## src/rtl/run_detect_pkg.sv

```systemverilog
// run_detect_pkg: shared types and constants for the run-length detector.
package run_detect_pkg;

  typedef enum logic [1:0] {
    IDLE  = 2'd0,
    COUNT = 2'd1,
    HIT   = 2'd2,
    HOLD  = 2'd3
  } run_state_t;

  localparam int MODE_ONCE  = 0;
  localparam int MODE_REARM = 1;

endpackage

```

## src/rtl/run_detect_ch.sv

```systemverilog
// run_detect_ch: one channel of the run-length detector.
// Optional hit counter is built only when RUN_DETECT_HITCNT_EN is defined.
//
//   state | meaning
//   IDLE  | no run in progress (last sample 0, or just out of reset)
//   COUNT | run in progress, fewer than RUN_LEN ones seen
//   HIT   | run just reached RUN_LEN ones; q is high
//   HOLD  | run already reported, waiting for a 0 (one-pulse mode only)
module run_detect_ch
  import run_detect_pkg::*;
#(
  parameter int RUN_LEN = 1,
  parameter int MODE    = MODE_ONCE,
  parameter int HCW     = 8
) (
  input  logic           clk,
  input  logic           reset,
  input  logic           i,
  output logic           q
`ifdef RUN_DETECT_HITCNT_EN
  ,
  input  logic           clr,
  output logic [HCW-1:0] hit_cnt
`endif
);

  localparam int CW = $clog2(RUN_LEN + 1);
  localparam logic [CW-1:0] LEN_C = CW'(RUN_LEN);

  run_state_t    state, state_n;
  logic [CW-1:0] cnt, cnt_n, cnt_inc;

  assign cnt_inc = cnt + CW'(1);

  // State and run counter registers.
  always_ff @(posedge clk or posedge reset) begin
    if (reset) begin
      state <= IDLE;
      cnt   <= '0;
    end else begin
      state <= state_n;
      cnt   <= cnt_n;
    end
  end

  // Next-state logic: any 0 ends the run; ones advance the count.
  always_comb begin
    state_n = state;
    cnt_n   = cnt;
    if (!i) begin
      state_n = IDLE;
      cnt_n   = '0;
    end else begin
      case (state)
        IDLE, COUNT: begin
          cnt_n   = cnt_inc;
          state_n = (cnt_inc == LEN_C) ? HIT : COUNT;
        end
        HIT: begin
          if (MODE == MODE_REARM) begin
            // The current 1 is the first sample of the next run.
            cnt_n   = CW'(1);
            state_n = (RUN_LEN == 1) ? HIT : COUNT;
          end else begin
            state_n = HOLD;
          end
        end
        HOLD:    state_n = HOLD;
        default: begin
          state_n = IDLE;
          cnt_n   = '0;
        end
      endcase
    end
  end

  // Moore output: pulse while in HIT.
  always_comb begin
    q = (state == HIT);
  end

`ifdef RUN_DETECT_HITCNT_EN
  logic [HCW-1:0] hcnt;

  // Saturating count of HIT entries; clear takes priority over a hit.
  always_ff @(posedge clk or posedge reset) begin
    if (reset) begin
      hcnt <= '0;
    end else if (clr) begin
      hcnt <= '0;
    end else if (state_n == HIT && hcnt != {HCW{1'b1}}) begin
      hcnt <= hcnt + HCW'(1);
    end
  end

  assign hit_cnt = hcnt;
`endif

endmodule

```

## src/rtl/run_detect.sv

```systemverilog
// run_detect: NCH independent run-length detectors.
// Define RUN_DETECT_HITCNT_EN to add clr and per-channel hit_cnt.
module run_detect
  import run_detect_pkg::*;
#(
  parameter int NCH     = 1,
  parameter int RUN_LEN = 1,
  parameter int MODE    = MODE_ONCE,
  parameter int HCW     = 8
) (
  input  logic               clk,
  input  logic               reset,
  input  logic [NCH-1:0]     i,
  output logic [NCH-1:0]     q
`ifdef RUN_DETECT_HITCNT_EN
  ,
  input  logic               clr,
  output logic [NCH*HCW-1:0] hit_cnt
`endif
);

  if (NCH < 1 || RUN_LEN < 1 || MODE < 0 || MODE > 1) begin : g_bad_param
    $error("run_detect: illegal parameters NCH=%0d RUN_LEN=%0d MODE=%0d", NCH, RUN_LEN, MODE);
  end

  for (genvar c = 0; c < NCH; c++) begin : g_ch
    run_detect_ch #(
      .RUN_LEN (RUN_LEN),
      .MODE    (MODE),
      .HCW     (HCW)
    ) u_ch (
      .clk     (clk),
      .reset   (reset),
      .i       (i[c]),
      .q       (q[c])
`ifdef RUN_DETECT_HITCNT_EN
      ,
      .clr     (clr),
      .hit_cnt (hit_cnt[c*HCW +: HCW])
`endif
    );
  end

endmodule
```

## config.mk

```make
export PLATFORM = sky130hd
export DESIGN_NAME = run_detect
export DESIGN_NICKNAME = d
export VERILOG_FILES = /design/src/rtl/run_detect_pkg.sv /design/src/rtl/run_detect_ch.sv /design/src/rtl/run_detect.sv
export SDC_FILE = /design/constraint.sdc
export NUM_CORES = 1
export LEC_CHECK = 0
export BUFFER_PORTS_ARGS = -buffer_cell sky130_fd_sc_hd__buf_2
export CAP_MARGIN = 20
export CORE_AREA = 4 4 41 43
export DETAILED_ROUTE_END_ITERATION = 16
export DIE_AREA = 0 0 45 47
export HOLD_SLACK_MARGIN = 0.03
export PLACE_DENSITY = 0.3
export SKIP_LAST_GASP = 1
export SLEW_MARGIN = 30
export SYNTH_ARGS = -nofsm -noshare
export SYNTH_HDL_FRONTEND = slang
export SYNTH_HIERARCHICAL = 1
export SYNTH_SLANG_ARGS = --single-unit
```

## constraint.sdc

```tcl
create_clock -name clk -period 0.9 [get_ports clk]
set_input_delay 0.135 -clock clk [delete_from_list [all_inputs] [get_ports clk]]
set_output_delay 0.135 -clock clk [all_outputs]
set_load 0.005 [all_outputs]
```

=== Word-level counts from Yosys, hierarchy flattened ===
Index checks and enable logic that the tools add are counted.

* Mux-type cells: 5
* Reduce and logical (&&, ||, !) cells: 3
* $add $sub $neg: 1
* Eq/ne operators: 4

{| class="wikitable"
|+ Operators by type and width
! operator !! number
|-
| 2-bit == test (second input constant) || 2
|-
| 2-bit two-way mux || 2
|-
| 2-bit one-hot mux with 2 select lines || 1
|-
| 2-bit OR reduction || 2
|-
| 2-bit by 1-bit == test with 1-bit output (second input constant) || 1
|-
| 2-bit logical NOT || 1
|-
| 1-bit two-way mux || 2
|-
| 2-bit by 1-bit != test with 1-bit output (second input constant) || 1
|-
| 1-bit adder (second input constant) || 1
|}

* Input port bits: 3
* Output and inout bits: 1
* Flip-flop bits (word level): 3

=== Longest topological paths before layout ===
* Depth after elaboration: 4
* Mapped depth: 2
* Depth with buffers taken out: 2

=== Worst setup path after synthesis ===
OpenSTA, ideal clock, no wires.

* Path kind: register to register
* Start point: reg g_ch[0].u_ch.state[1]
* End point: reg g_ch[0].u_ch.cnt
* Slack: 0.150 ns
* Arrival: 0.631 ns
* Period minus slack after synthesis: 0.750 ns
* Data required time: 0.781 ns
* Cell stages (with the launch flop): 3
* Cells stage by stage: dfrtp_1 xnor2_1 and2_1

* Word-level cells in the longest chain between the ends: 3
* Elaborated cells on any way between the ends: 4
* Those cells by class: eq/ne: 2; reduce/logical: 2

{| class="wikitable"
|+ Ends and longest elaborated chain
! what !! line !! text
|-
| start: declaration || run_detect_ch.sv:30 || <nowiki>run_state_t state, state_n;</nowiki>
|-
| start signal: assignment || run_detect_ch.sv:41 || <nowiki>state <= state_n;</nowiki>
|-
| 2-bit by 1-bit == test with 1-bit output / 2-bit logical NOT (equally long branches) || run_detect_ch.sv:54 || <nowiki>case (state)</nowiki>
|-
| 2-bit OR reduction * || run_detect_ch.sv:54 ||
|-
| 2-bit by 1-bit != test with 1-bit output (no source line) * || n/a ||
|-
| end signal: assignment || run_detect_ch.sv:42 || <nowiki>cnt <= cnt_n;</nowiki>
|-
| end: declaration || run_detect_ch.sv:31 || <nowiki>logic [CW-1:0] cnt, cnt_n, cnt_inc;</nowiki>
|}

Mark *: on every way between the ends. The rest lies on a longest branch, timed or not.
A chain may end at the register's enable or synchronous reset.

=== Final worst setup path ===
* Start point: reg g_ch[0].u_ch.state[1]
* End point: out q

* Word-level cells in the longest chain between the ends: 1

{| class="wikitable"
|+ Ends and longest elaborated chain
! what !! line !! text
|-
| 2-bit == test || run_detect_ch.sv:79 || <nowiki>q = (state == HIT);</nowiki>
|-
| end: declaration || run_detect.sv:14 || <nowiki>output logic [NCH-1:0] q</nowiki>
|}

No other way between the ends.

==> flow_summary.yaml <==
grt:
  grt_max_degree: 4
  grt_pass1_wl_um: 407
  grt_pass1_vias: 125
  grt_antenna_before_repair: 0
  overflow: 0
  grt_usage: 0.0340
worst_setup_path:
  timing.reg2reg.setup_slack_ps: 30
  cp_max_fo: 2
  slowest_stage: "dfrtp_1"
  critical_path.startpoint_type: "register"
  r2r_cells: 3
  worstSetupPathType: "reg2out"
  reg2reg_from: "g_ch[0].u_ch/state[1]"
  path_depth: 3
  required_ps: 760
  critical-path-max-stage-delay_ps: 370
  arrival_ps: 820
  crit_start: "g_ch[0].u_ch/state[1]"
  critical_path.top_delay_family: "flip-flops"
  cp-endpoint: "q"
  end_kind: "primary output"
  critPathBufInv: 2
  crit_chain: "inv_1 -> nor2_1 -> buf_2"
  reg2reg_to: "g_ch[0].u_ch/cnt"
sta:
  setup_viol: 1
  relSlewSlack: 0.910
  finalMaxSlewViolations: 0
  finClkSkew_ps: 0.692
  fin_crit_sh: 1.06
  finalHoldViolCount: 0
  fmax_mhz: 1050
  tightest_slew_ps: 134
  finalSetupTns_ps: -50.9
  rsz0062_at_grt: "true"
  min_period_ps: 951
  fin_ws_ps: -50.9
run:
  cap_violations: 0
die:
  dieArea_mm2: 0.00212
  rows: 13
  die_h_um: 47
  core_mm2: 0.00130
  die_w_um: 45
  io_pins: 4
  start_util: 0.0894
synthesis:
  postSynthCellCount: 10
  ys_warn_count: 6
  synthesis.area_um2: 116
  synthDistinctLibCells: 7
  avgSynthCellArea_um2: 11.6
  synth.ff_latch_count: 3
  synthesis.nets: 13
  ys_seq_area_frac: 0.645
routing:
  top_layer: "met3"
  drc: 0
  ant_nets: 0
  drtIter0Drc: 4
  m1WireLength_um: 64
  drt-total-wl_um: 202
  wl_met2_um: 122
  drtPass1Iterations: 2
  vias_per_cell: 2.97
  vias: 101
  post_drt_wl_per_cell_um: 5.94
  wl_met3_um: 15
finish:
  nFillCells: 163
  postLayoutCoreUtil: 0.149
  ff_latch_area_um2: 75.1
  stdcell_area_um2: 194
  diodes: 0
  num-nets-final: 23
  area_delta_synth_final_pct: 66.7
  drive_gt1_frac: 0.368
  multi_input_area_um2: 33.8
power_and_ir_drop:
  p_per_area_mw_per_mm2: 2280
  p_total_mw: 0.443
  peakVddDrop_uv: 579
  leakage_nw: 0.0954
clocking:
  ctsResizeCount: 0
  clockRootBuffer: "clkbuf_4"
  cts_num_sinks: 3
  clockBufferDepth: 2
  cts_tree: "yes"
  clk_latency_ps: 230
  cts.reportedPaths.clkPinSlew_ps: 40
  h-tree-depth: 1
  numCtsBuffers: 3
placed_design:
  place_worst_setup_slack_ps: 121
  portBuffers: 3
  dp_hpwl_um: 148
  post_dp_cell_area_um2: 150
  place.gp.congestion: 0.691
outcome:
  violations: "setup timing"
  status: "complete, but fails checks"
worst_hold_path:
  hold_path_class: "in2reg"
-- placed cells by master, fill, tap and decap left out --
cell type / instances
clkbuf_4: 3
dfrtp_1: 3
buf_2: 3
inv_1: 2
clkbuf_1: 1
xnor2_1: 1
and2_1: 1
nor2_1: 1
o21a_1: 1
a21boi_0: 1
buf_4: 1
dlygate4sd3_1: 1
-- where the power goes --
part	switching (mW)	leakage, nW	total [mW]	internal, mW
Combinational	0.0193	0.0428	0.0506	0.0313
Clock	0.0655	0.0150	0.231	0.166
Sequential	0.00880	0.0376	0.161	0.152
Total	0.0937	0.0954	0.443	0.349
-- flip-flops by register name, summed over array words and instances (netlist names) --
| signal | flops |
|---|---|
| g_ch.u_ch/cnt | 1 |
| g_ch.u_ch/state | 2 |
-- synthesized netlist by cell type --
cell	instances	share of area
xnor2_1	1	0.075
inv_1	2	0.065
dfrtp_1	3	0.65
and2_1	1	0.054
nor2_1	1	0.032
o21a_1	1	0.065
a21boi_0	1	0.065
-- cells by family after synthesis --
group                  share of synthesized area
flip-flops                                 0.645
AO/OA/AOI/OAI                              0.129
AND/OR/NAND/NOR                           0.0860
buffers and inverters                     0.0645
XOR/XNOR                                  0.0753
-- final cells by class --
type	instances	area share
multi-input cells	5	0.174
flip-flops and latches	3	0.387
inverters	2	0.0387
repair buffers	5	0.168
clock buffers	4	0.135
well taps	15	0.0968
-- through the flow --
| stage | hold slack, ps | instances |
|---|---|---|
| after floorplan | -111 | 10 |
| after global placement | 5.18 | 28 |
| after detailed placement | 5.99 | 28 |
| after CTS | 136 | 34 |
| after global routing | 158 | 34 |
| final | 140 | 34 |
-- per-layer routing --
metal | up-vias | GRT usage
li1 | 47 | -
met1 | 52 | 0.0182
met2 | 2 | 0.0480
met3 | 0 | 0.0115
met4 | 0 | 0.0877
met5 | - | 0
-- worst min-delay path by stage --
stage / from / end / slack, ps / cells after the start
after global placement: reset / g_ch[0].u_ch/state[0] / 5 / 2
after floorplan: reset / g_ch[0].u_ch/cnt / -110 / 1
final: i / g_ch[0].u_ch/state[0] / 140 / 2
after CTS: i / g_ch[0].u_ch/state[0] / 140 / 2
after detailed placement: reset / g_ch[0].u_ch/state[0] / 6 / 2
after global routing: i / g_ch[0].u_ch/state[0] / 160 / 2
-- repair_timing --
item | 4_1_cts | 5_1_grt
pin swaps | 1 | 1
hold buffers | 1 | 0
setup endpoints to repair | 1 | 2
setup buffers | 1 | 0
endpoints found under the hold margin | 3 | 0
Power figures use the tool's default switching activity.
